File: config.mk
export PLATFORM = sky130hd
export DESIGN_NAME = seconds_timebase
export DESIGN_NICKNAME = d
export VERILOG_FILES = /design/src/rtl/stopwatch_pkg.sv /design/src/rtl/tick_prescaler.sv /design/src/rtl/seconds_timebase.sv
export SDC_FILE = /design/constraint.sdc
export NUM_CORES = 1
export LEC_CHECK = 0
export CAP_MARGIN = 10
export CORE_MARGIN = 2
export CORE_UTILIZATION = 60
export CTS_BUF_LIST = sky130_fd_sc_hd__clkbuf_4
export DETAILED_ROUTE_END_ITERATION = 16
export PLACE_DENSITY = 0.87
export SLEW_MARGIN = 25
export SYNTH_ARGS = -nofsm -noshare
export SYNTH_HDL_FRONTEND = slang
export SYNTH_HIERARCHICAL = 1
export SYNTH_SLANG_ARGS = --single-unit
export TNS_END_PERCENT = 5
File: constraint.sdc
create_clock -name clk -period 2.6 [get_ports clk]
set_clock_uncertainty 0.05 [all_clocks]
set_input_delay 0.26 -clock clk [delete_from_list [all_inputs] [get_ports clk]]
set_output_delay 0.26 -clock clk [all_outputs]
set_load 0.01 [all_outputs]
File: src/rtl/stopwatch_pkg.sv
// Shared stopwatch definitions: FSM state encodings and count limits.
// Used by the seconds stage and the downstream minutes counter.
// Contents: sw_state_e (IDLE/RUNNING/PAUSED), SEC_MAX, MIN_MAX.
package stopwatch_pkg;

    typedef enum logic [1:0] {
        ST_IDLE    = 2'd0,
        ST_RUNNING = 2'd1,
        ST_PAUSED  = 2'd2
    } sw_state_e;

    localparam logic [5:0] SEC_MAX = 6'd59;
    localparam logic [6:0] MIN_MAX = 7'd99;

endpackage

File: src/rtl/tick_prescaler.sv
// Purpose: divides clk by DIV and flags the last cycle of each period.
// Ports: clk, rst_n (async, active-low), clr (sync clear), en (count enable),
//        tick (combinational, high while enabled and on the count's last value).
module tick_prescaler #(
    parameter int DIV = 100_000_000
) (
    input  logic clk,
    input  logic rst_n,
    input  logic clr,
    input  logic en,
    output logic tick
);

    // At least one bit, so DIV = 1 still produces a legal (constant zero) counter.
    localparam int              CW   = (DIV < 2) ? 1 : $clog2(DIV);
    localparam logic [CW-1:0]   LAST = CW'(DIV - 1);

    logic [CW-1:0] cnt_q;
    logic [CW-1:0] cnt_d;

    assign tick = en & (cnt_q == LAST);

    always_comb begin
        cnt_d = cnt_q;
        if (clr) begin
            cnt_d = '0;
        end else if (en) begin
            cnt_d = (cnt_q == LAST) ? '0 : cnt_q + CW'(1);
        end
        // Disabled and not cleared: hold, preserving the fractional second.
    end

    always_ff @(posedge clk or negedge rst_n) begin
        if (!rst_n) begin
            cnt_q <= '0;
        end else begin
            cnt_q <= cnt_d;
        end
    end

endmodule

File: src/rtl/seconds_timebase.sv
// Purpose: stopwatch seconds stage; one-second timebase plus 0..59 counter
//          with start/stop/clear control and a combinational minute strobe.
// Ports: clk, rst_n (async clear), reset (sync clear), start, stop ->
//        seconds[5:0], running, sec_tick, inc_min.
module seconds_timebase
    import stopwatch_pkg::*;
#(
    parameter int DIV = 100_000_000
) (
    input  logic       clk,
    input  logic       rst_n,
    input  logic       reset,
    input  logic       start,
    input  logic       stop,
    output logic [5:0] seconds,
    output logic       running,
    output logic       sec_tick,
    output logic       inc_min
);

    sw_state_e  state_q;
    logic       running_q;
    logic [5:0] seconds_q;
    logic [5:0] seconds_d;
    logic       pre_tick;
    logic       pre_clr;
    logic       pre_en;

    assign pre_en  = (state_q == ST_RUNNING);
    assign pre_clr = reset | (state_q == ST_IDLE);

    tick_prescaler #(.DIV(DIV)) u_prescaler (
        .clk   (clk),
        .rst_n (rst_n),
        .clr   (pre_clr),
        .en    (pre_en),
        .tick  (pre_tick)
    );

    // Strobes come from current state so a coincident stop still lets the
    // tick land; a synchronous clear suppresses them in that same cycle.
    assign sec_tick = pre_en & pre_tick & ~reset;
    assign inc_min  = sec_tick & (seconds_q == SEC_MAX);

    always_comb begin
        seconds_d = seconds_q;
        if (sec_tick) begin
            seconds_d = (seconds_q == SEC_MAX) ? 6'd0 : seconds_q + 6'd1;
        end
    end

    always_ff @(posedge clk or negedge rst_n) begin
        if (!rst_n) begin
            state_q   <= ST_IDLE;
            running_q <= 1'b0;
            seconds_q <= 6'd0;
        end else if (reset) begin
            state_q   <= ST_IDLE;
            running_q <= 1'b0;
            seconds_q <= 6'd0;
        end else begin
            seconds_q <= seconds_d;
            case (state_q)
                ST_IDLE, ST_PAUSED: begin
                    if (start && !stop) begin
                        state_q   <= ST_RUNNING;
                        running_q <= 1'b1;
                    end
                end
                ST_RUNNING: begin
                    if (stop && !start) begin
                        state_q   <= ST_PAUSED;
                        running_q <= 1'b0;
                    end
                end
                default: begin
                    state_q   <= ST_IDLE;
                    running_q <= 1'b0;
                end
            endcase
        end
    end

    assign seconds = seconds_q;
    assign running = running_q;

endmodule

==> results of run 1 <==
-- per-layer routing --
metal / part of all wire, % / track usage, %
met5: 0 / 0
met4: 1.6 / 10.8
met3: 5.8 / 3.78
met2: 46 / 38.0
met1: 47 / 36.7
-- metrics by stage --
step                cells  utilization (%)  hold WS [ps]
CTS                   299             73.7           265
finish                299             73.7           260
floorplan             220                -         -85.6
global placement      290             70.7           465
detailed placement    290             70.7           471
global route          299             73.7           306
-- cell usage in the layout, fill, tap and decap left out, types with 5 or more instances in the layout --
cell / Yosys / final
nand2_1: 18 / 18
nand4_1: 12 / 12
clkbuf_4: 0 / 5
clkdlybuf4s50_1: 0 / 11
xor2_1: 15 / 15
buf_4: 1 / 16
a21oi_1: 8 / 8
o21ai_0: 8 / 8
or3_1: 5 / 5
nand3_1: 14 / 14
nor2_1: 31 / 31
dfrtp_1: 36 / 35
-- worst max-delay path by stage --
stage / cells after the start / to / slack, ps
final: 7 / sec_tick / 200
after global routing: 7 / inc_min / 70
after CTS: 7 / inc_min / 80
after detailed placement: 7 / inc_min / 100
after global placement: 7 / inc_min / 130
after floorplan: 6 / inc_min / 600
-- worst register-to-register path, delay by kind of cell, from the launching register on --
kind | cells | cell delay (ps)
adder cells (fa/ha/maj) | 1 | 220
AO/OA/AOI/OAI | 1 | 850
AND/OR/NAND/NOR | 3 | 600
flip-flops | 1 | 400
-- area by class of cell --
cell class / instances / area [sq um]
fillers: 243 / 872
well taps: 46 / 57.6
multi-input cells: 179 / 1150
inverters: 1 / 3.75
clock buffers: 5 / 37.5
clock inverters: 3 / 42.5
flip-flops and latches: 36 / 902
repair buffers: 29 / 244
-- power groups by stage --
stage / Clock (mW) / Sequential (mW) / Combinational, mW
6_report: 0.393 / 0.571 / 0.0692
5_1_grt: 0.421 / 0.573 / 0.0784
4_1_cts: 0.404 / 0.571 / 0.0693
3_5_place_dp: 0 / 0.582 / 0.0686
2_1_floorplan: 0 / 0.583 / 0.0301
3_3_place_gp: 0 / 0.582 / 0.0673
-- state kept, by name (all words and copies together), names as in the netlist --
signal	flops
u_prescaler/cnt_q	27
state_q	2
seconds	6
running	1
-- cell families (layout without fill, tap and decap cells) --
| family | count (synthesis) | count (layout) | synth area share (%) |
|---|---|---|---|
| AO/OA/AOI/OAI | 29 | 29 | 8.68 |
| XOR/XNOR | 17 | 17 | 7.23 |
| adder cells (fa/ha/maj) | 2 | 2 | 1.21 |
| buffers and inverters | 5 | 38 | 1.15 |
| flip-flops | 36 | 36 | 43.7 |
| multiplexers | 2 | 2 | 0.972 |
| AND/OR/NAND/NOR | 129 | 129 | 37.0 |
-- what timing repair did --
| action | CTS | global route |
|---|---|---|
| setup buffers | 1 | 0 |
| resized for setup | 6 | 4 |
| endpoints found under the setup margin | 2 | 1 |
| pin swaps | 1 | 1 |
==> impl_metrics.csv, run 1 <==
group,metric,value,unit
power,p_int,0.791,mW
yosys,synthArstFlopShare,100,%
placement,io_buffers,13,
global_route,grtUsageTotal,25.3,%
power,p_sw,0.242,mW
power,pwr-share-clk,38.0,%
yosys,synth_fp_nets,227,
yosys,syn_inst,220,
run,drv_cap,0,
worst_setup_path,slowest_delay,400,ps
clock_tree,clock_path_buffers,2,
run_status,status,"finished, final reports clean",
floorplanning,core,3310,sq um
clock_tree,cts_hold_buf,0,
worst_setup_path,slowest_stage,"dfrtp_1",
timing,drv_slew,0,
clock_tree,clockRootBuffer,"clkbuf_4",
power,leakagePower,1.00,nW
floorplanning,ioPinCount,14,
timing,max_freq,0.417,GHz
power,switching_share,23.4,%
global_route,grt_max_degree,37,
yosys,synth.most_common_cell,"dfrtp_1",
timing,period_share,92.1,%
timing,setup_ws,204,ps
route,vias_per_cell,6.03,
route,drtPass1Iterations,5,
yosys,synth_top_area_cell,"dfrtp_1",
timing,tightest_slew,1020,ps
route,drc,0,
clock_tree,htreeDepth,2,
finish,post-route-cell-area,2440,sq um
worst_setup_path,path_delay_family,"simple AND/OR/NAND/NOR gates",
power,seq_power_share,55.3,%
floorplanning,start_util,62.2,%
worst_setup_path,timing.rr.start,"u_prescaler/cnt_q[0]",
floorplanning,chipWidth,62.6,um
timing,final_hold_viol_count,0,
route,vias,1802,
finish,drive_gt1_share,15.8,%
timing,min_period,2400,ps
yosys,yosysTopAreaCellShare,43.7,%
timing,maxSlewHeadroom,31.3,%
global_route,gr-total-overflow,0,
worst_setup_path,arrival,2090,ps
clock_tree,cts_tree,"yes",
power,ir_drop,0.321,mV
yosys,ys_types,47,
finish,syn_to_final_growth,18.3,%
worst_setup_path,start_kind,"flip-flop",
global_route,antenna_found_initial,0,
placement,pre_cts_ws,99.3,ps
yosys,synth_edf_count,0,
finish,antennaDiodeCount,0,
floorplanning,row_count,21,
worst_setup_path,cp-end-kind,"primary output",
yosys,synth_common_cells,"dfrtp_1, nor2_1, nand2_1",
yosys,yosys_warnings,6,
clock_tree,clock_sinks,36,
route,drt_iter0_drc,134,
clock_tree,cts_buffers,5,
worst_setup_path,reg2reg_to,"u_prescaler/cnt_q[12]",
power,power,1.03,mW
route,routedWlPerCell,14.9,um
finish,final_nets,259,
yosys,synth.avg_cell_area,9.37,sq um
worst_setup_path,path_cells,"nor4b_2 -> and4_1 -> and4_4 -> and2_4 -> nand2_4 -> nor2_1 -> dlygate4sd2_1",
timing,rsz0062_at_grt,"false",
yosys,ys.flop_type,"dfrtp_1",
yosys,synthesis.area,2060,sq um
worst_setup_path,rr_worst_depth,5,
worst_setup_path,worst-path-buf-inv,1,
floorplanning,die-area,3920,sq um
placement,dpl_cell_area,2340,sq um
power,p_per_area,424,nW/um^2
placement,gp_congestion,0.955,
floorplanning,die_y,62.6,um
global_route,grt_pass1_wl,7870,um
worst_setup_path,r2r_slack,330,ps
clock_tree,clk_pin_slew_worst_paths,110,ps
timing,setup_violations,0,
route,ant_nets,0,
placement,dpl.hpwl,3170,um
yosys,yosysSeqAreaShare,43.7,%
clock_tree,clk_latency,350,ps
worst_setup_path,crit_fanout,8,
global_route,grt_pass1_vias,1693,
worst_setup_path,critical_path.startpoint,"u_prescaler/cnt_q[11]",
route,wirelength,4450,um
yosys,ys_seq_elements,36,
power,power_frac_comb,6.7,%
hold_path,worst_hold_path_type,"input pin to async pin",
worst_setup_path,cp.required,2290,ps
yosys,synth_area_leaders,"dfrtp_1, xor2_1, nor2_1",
timing,finalSetupTns,0,ps
worst_setup_path,crit_type,"flip-flop to primary output",
Power figures use the tool's default switching activity.
==> run 2: changes to the inputs <==
--- a/config.mk
+++ b/config.mk
@@ -6,9 +6,8 @@
 export NUM_CORES = 1
 export LEC_CHECK = 0
 export CAP_MARGIN = 10
-export CORE_MARGIN = 2
 export CORE_UTILIZATION = 60
-export CTS_BUF_LIST = sky130_fd_sc_hd__clkbuf_4
+export CTS_BUF_LIST = sky130_fd_sc_hd__clkbuf_4 sky130_fd_sc_hd__clkbuf_8
 export DETAILED_ROUTE_END_ITERATION = 16
 export PLACE_DENSITY = 0.87
 export SLEW_MARGIN = 25
==> run 2 against run 1 <==
Worst setup slack worse by 100 ps. Sequential power hardly changed. Power is 6.2% lower. Die area is 6.3% lower. Highest routed layer unchanged. Largest cell class unchanged. Critical path type unchanged.
==> impl_metrics.csv, run 2 (synthesis gave the netlist of run 1 again) <==
group,metric,value,unit
finish,syn_to_final_growth,19.2,%
run,drv_cap,0,
placement,dpl.hpwl,3360,um
floorplanning,chipWidth,60.6,um
timing,min_period,2500,ps
global_route,grt_pass1_wl,7670,um
power,p_per_area,395,nW/um^2
worst_setup_path,crit_fanout,8,
floorplanning,die-area,3670,sq um
placement,pre_cts_ws,26.6,ps
clock_tree,cts_tree,"yes",
global_route,grtUsageTotal,28.8,%
global_route,antenna_found_initial,0,
finish,antennaDiodeCount,0,
global_route,grt_max_degree,37,
worst_setup_path,arrival,2190,ps
timing,period_share,96.1,%
worst_setup_path,cp.required,2290,ps
worst_setup_path,start_kind,"flip-flop",
worst_setup_path,path_cells,"nor4b_2 -> and4_1 -> and4_4 -> and2_4 -> nand2_4 -> nor3_1 -> clkdlybuf4s15_1",
hold_path,worst_hold_path_type,"flip-flop to flip-flop",
clock_tree,htreeDepth,2,
finish,final_util,77.9,%
timing,setup_violations,0,
floorplanning,die_y,60.6,um
timing,max_freq,0.400,GHz
finish,final_nets,263,
worst_setup_path,cp-end-kind,"primary output",
finish,top_register,"u_prescaler/cnt_q",
worst_setup_path,slowest_delay,410,ps
finish,finalNonFillerCells,301,
placement,dpl.cell_count,291,
floorplanning,start_util,65.4,%
worst_setup_path,path_delay_family,"simple AND/OR/NAND/NOR gates",
finish,drive_gt1_share,16.3,%
power,ir_drop,0.256,mV
finish,largest_reg_flops,27,
floorplanning,ioPinCount,14,
clock_tree,clk_pin_slew_worst_paths,100,ps
clock_tree,cts_buffers,5,
clock_tree,clock_path_buffers,2,
route,routedWlPerCell,15.6,um
worst_setup_path,r2r_slack,420,ps
route,drt_iter0_drc,215,
placement,io_buffers,13,
route,wirelength,4690,um
timing,setup_ws,102,ps
global_route,grt_pass1_vias,1674,
clock_tree,clock_sinks,36,
timing,finalSetupTns,0,ps
clock_tree,clk_latency,330,ps
global_route,gr-total-overflow,0,
timing,tightest_slew,800,ps
route,vias,1807,
route,drc,0,
floorplanning,row_count,20,
timing,maxSlewHeadroom,46.7,%
run_status,status,"finished, final reports clean",
timing,final_hold_viol_count,0,
timing,drv_slew,0,
finish,final_cell_mix,"dfrtp_1, nor2_1, buf_4",
finish,mostFrequentLayoutCell,"dfrtp_1",
clock_tree,clockRootBuffer,"clkbuf_4",
worst_setup_path,slowest_stage,"dfrtp_1",
route,vias_per_cell,6.00,
worst_setup_path,crit_type,"flip-flop to primary output",
power,power,0.970,mW
route,drtPass1Iterations,4,
worst_setup_path,worst-path-buf-inv,1,
placement,gp_congestion,0.886,
power,leakagePower,1.02,nW
route,ant_nets,0,
floorplanning,core,3150,sq um
-- run 2: final timing paths --
path / from / to / cells past startpoint
worst min-delay path: running / running / 2
worst max register to register: u_prescaler/cnt_q[11] / seconds[2] / 8
min in group asynchronous: rst_n / u_prescaler/cnt_q[0] / 2
worst min register to register: running / running / 2
max in group asynchronous: rst_n / u_prescaler/cnt_q[20] / 2
worst max-delay path: u_prescaler/cnt_q[11] / inc_min / 7
-- run 2: layer usage --
layer	vias up	track usage, %	share of wire [%]
met2	63	45.1	47
met5	-	0	0
met1	855	39.9	46
met4	0	10.1	1.7
li1	878	-	-
met3	11	5.97	6.0
-- run 2: through the flow --
step | area [sq um] | hold slack (ps)
final | 2460 | 503
after global routing | 2460 | 554
after CTS | 2440 | 500
after floorplan | 2060 | -85.6
after global placement | 2360 | 332
after detailed placement | 2360 | 340
-- run 2: report_power, final --
group,switching [mW],internal [mW]
Combinational,0.0429,0.0273
Sequential,0.00699,0.565
Clock,0.173,0.154
Total,0.223,0.747
-- run 2: layout make-up --
type | instances | area [sq um]
multi-input combinational | 179 | 1150
sequential | 36 | 902
fill | 233 | 696
timing repair buffer | 33 | 277
clock buffer | 8 | 66.3
tap | 44 | 55.1
inverter | 1 | 3.75
-- run 2: what timing repair did --
| item | 4_1_cts | 5_1_grt |
|---|---|---|
| gates resized for setup | 5 | 3 |
| pin swaps | 1 | 1 |
| hold buffers | 1 | 0 |
| setup endpoints to repair | 2 | 2 |
| setup buffers | 0 | 1 |
| endpoints found under the hold margin | 36 | 0 |
-- run 2: tightest hold or removal path: cells and delay by family, from the launching register on --
family             cells  cell delay (ps)
AOI/OAI and AO/OA      1               70
and+or+nand+nor        1               90
DFF                    1              360
==> run 3: changes to the inputs <==
--- a/config.mk
+++ b/config.mk
@@ -9,7 +9,7 @@
 export CORE_UTILIZATION = 60
 export CTS_BUF_LIST = sky130_fd_sc_hd__clkbuf_4 sky130_fd_sc_hd__clkbuf_8
 export DETAILED_ROUTE_END_ITERATION = 16
-export PLACE_DENSITY = 0.87
+export PLACE_DENSITY = 0.8
 export SLEW_MARGIN = 25
 export SYNTH_ARGS = -nofsm -noshare
 export SYNTH_HDL_FRONTEND = slang
==> run 3 against run 2 <==
Power fell by 0.94%. First-iteration DRC count rose by 1.9%. Critical path depth unchanged. Critical path type unchanged. Clock power is 4% lower. Cell count rose by 0.66%. Largest power group unchanged. Non-clock buffer count grew 2.
==> impl_metrics.csv, run 3 (synthesis gave the netlist of run 1 again) <==
group,metric,value,unit
finish,fillers,228,
timing,setup_violations,0,
timing,rsz0062_at_grt,"false",
global_route,grt_pass1_vias,1771,
worst_setup_path,crit_type,"flip-flop to primary output",
global_route,grtUsageTotal,31.3,%
route,routedWlPerCell,17.0,um
worst_setup_path,worst-path-buf-inv,1,
route,ant_nets,0,
finish,largest_reg_flops,27,
timing,tightest_slew,574,ps
worst_setup_path,arrival,2200,ps
worst_setup_path,cp-end-kind,"primary output",
finish,mostFrequentLayoutCell,"dfrtp_1",
finish,antennaDiodeCount,0,
clock_tree,clock_sinks,36,
clock_tree,clock_path_buffers,2,
run,drv_cap,0,
route,drt_iter0_drc,219,
worst_setup_path,slowest_stage,"dfrtp_1",
finish,multi_input_area,1150,sq um
timing,drv_slew,0,
placement,dpl.hpwl,3740,um
finish,finalNonFillerCells,303,
global_route,grt_max_degree,37,
placement,dpl.cell_count,293,
worst_setup_path,timing.rr.start,"u_prescaler/cnt_q[0]",
floorplanning,die-area,3670,sq um
placement,io_buffers,13,
clock_tree,cts_tree,"yes",
finish,post-route-cell-area,2470,sq um
clock_tree,clk_pin_slew_worst_paths,110,ps
route,drc,0,
worst_setup_path,reg2reg_to,"u_prescaler/cnt_q[16]",
finish,seqCellArea,901,sq um
run_status,status,"finished, final reports clean",
clock_tree,cts_hold_buf,0,
route,drtPass1Iterations,5,
timing,period_share,96.6,%
worst_setup_path,r2r_slack,330,ps
floorplanning,core,3150,sq um
placement,pre_cts_ws,2.68,ps
hold_path,worst_hold_path_type,"input pin to async pin",
clock_tree,clockRootBuffer,"clkbuf_4",
worst_setup_path,rr_worst_depth,7,
worst_setup_path,path_cells,"ha_1 -> and4_1 -> and4_4 -> and2_4 -> nand2_4 -> nor3_2 -> clkdlybuf4s15_2",
global_route,gr-total-overflow,0,
placement,gp_congestion,0.890,
power,ir_drop,0.255,mV
route,wirelength,5140,um
finish,top_register,"u_prescaler/cnt_q",
timing,max_freq,0.398,GHz
finish,drive_gt1_share,17.0,%
worst_setup_path,path_delay_family,"simple AND/OR/NAND/NOR gates",
floorplanning,row_count,20,
worst_setup_path,crit_fanout,8,
floorplanning,ioPinCount,14,
worst_setup_path,cp.required,2290,ps
worst_setup_path,start_kind,"flip-flop",
finish,final_cell_mix,"dfrtp_1, nor2_1, buf_4",
worst_setup_path,slowest_delay,410,ps
finish,final_nets,265,
timing,setup_ws,88.0,ps
timing,final_hold_viol_count,0,
global_route,grt_pass1_wl,8210,um
route,vias_per_cell,6.22,
floorplanning,die_y,60.6,um
floorplanning,chipWidth,60.6,um
clock_tree,clk_latency,340,ps
floorplanning,start_util,65.4,%
power,p_per_area,389,nW/um^2
finish,final_util,78.3,%
timing,min_period,2510,ps
timing,finalSetupTns,0,ps
global_route,antenna_found_initial,0,
timing,hold_slack,271,ps
clock_tree,cts_buffers,5,
placement,dpl_cell_area,2380,sq um
power,power,0.961,mW
timing,maxSlewHeadroom,61.5,%
route,vias,1884,
clock_tree,htreeDepth,2,
finish,syn_to_final_growth,19.8,%
power,leakagePower,1.03,nW
==> run 3: what timing repair did <==
| item | in CTS | in global routing |
|---|---|---|
| pin swaps | 1 | 1 |
| setup endpoints to repair | 2 | 1 |
| cloned | 0 | 0 |
| buffers inserted | 0 | 2 |
| resized for setup | 7 | 2 |
==> run 3: routing by layer <==
metal | routed length [um] | vias up | global-route usage, % | part of all wire [%]
met4 | 109 | 0 | 12.3 | 2.1
met3 | 354 | 11 | 7.68 | 6.9
li1 | - | 879 | - | -
met2 | 2470 | 82 | 47.6 | 48
met1 | 2200 | 912 | 43.4 | 43
met5 | 0 | - | 0 | 0
==> run 3: worst max-delay path by stage <==
| stage | startpoint | endpoint | slack (ps) | cells past startpoint |
|---|---|---|---|---|
| after CTS | u_prescaler/cnt_q[17] | inc_min | 10 | 7 |
| after floorplan | u_prescaler/cnt_q[11] | inc_min | 600 | 6 |
| final | u_prescaler/cnt_q[0] | inc_min | 90 | 7 |
| after global placement | u_prescaler/cnt_q[17] | inc_min | 120 | 7 |
| after global routing | u_prescaler/cnt_q[11] | inc_min | 20 | 7 |
| after detailed placement | u_prescaler/cnt_q[17] | inc_min | 3 | 7 |
==> run 3: where the power goes <==
part	internal, mW	switching [mW]	total [mW]
combinational	0.0277	0.0454	0.0730
clock	0.129	0.186	0.315
sequential	0.565	0.00793	0.573
total	0.721	0.239	0.961
==> run 3: final cells by class <==
type | instances | area share (%)
clock buffer | 6 | 2.08
timing repair buffer | 35 | 12.0
multi-input combinational | 179 | 46.7
inverter | 1 | 0.152
tap | 44 | 2.23
sequential | 36 | 36.5
clock inverter | 2 | 0.405
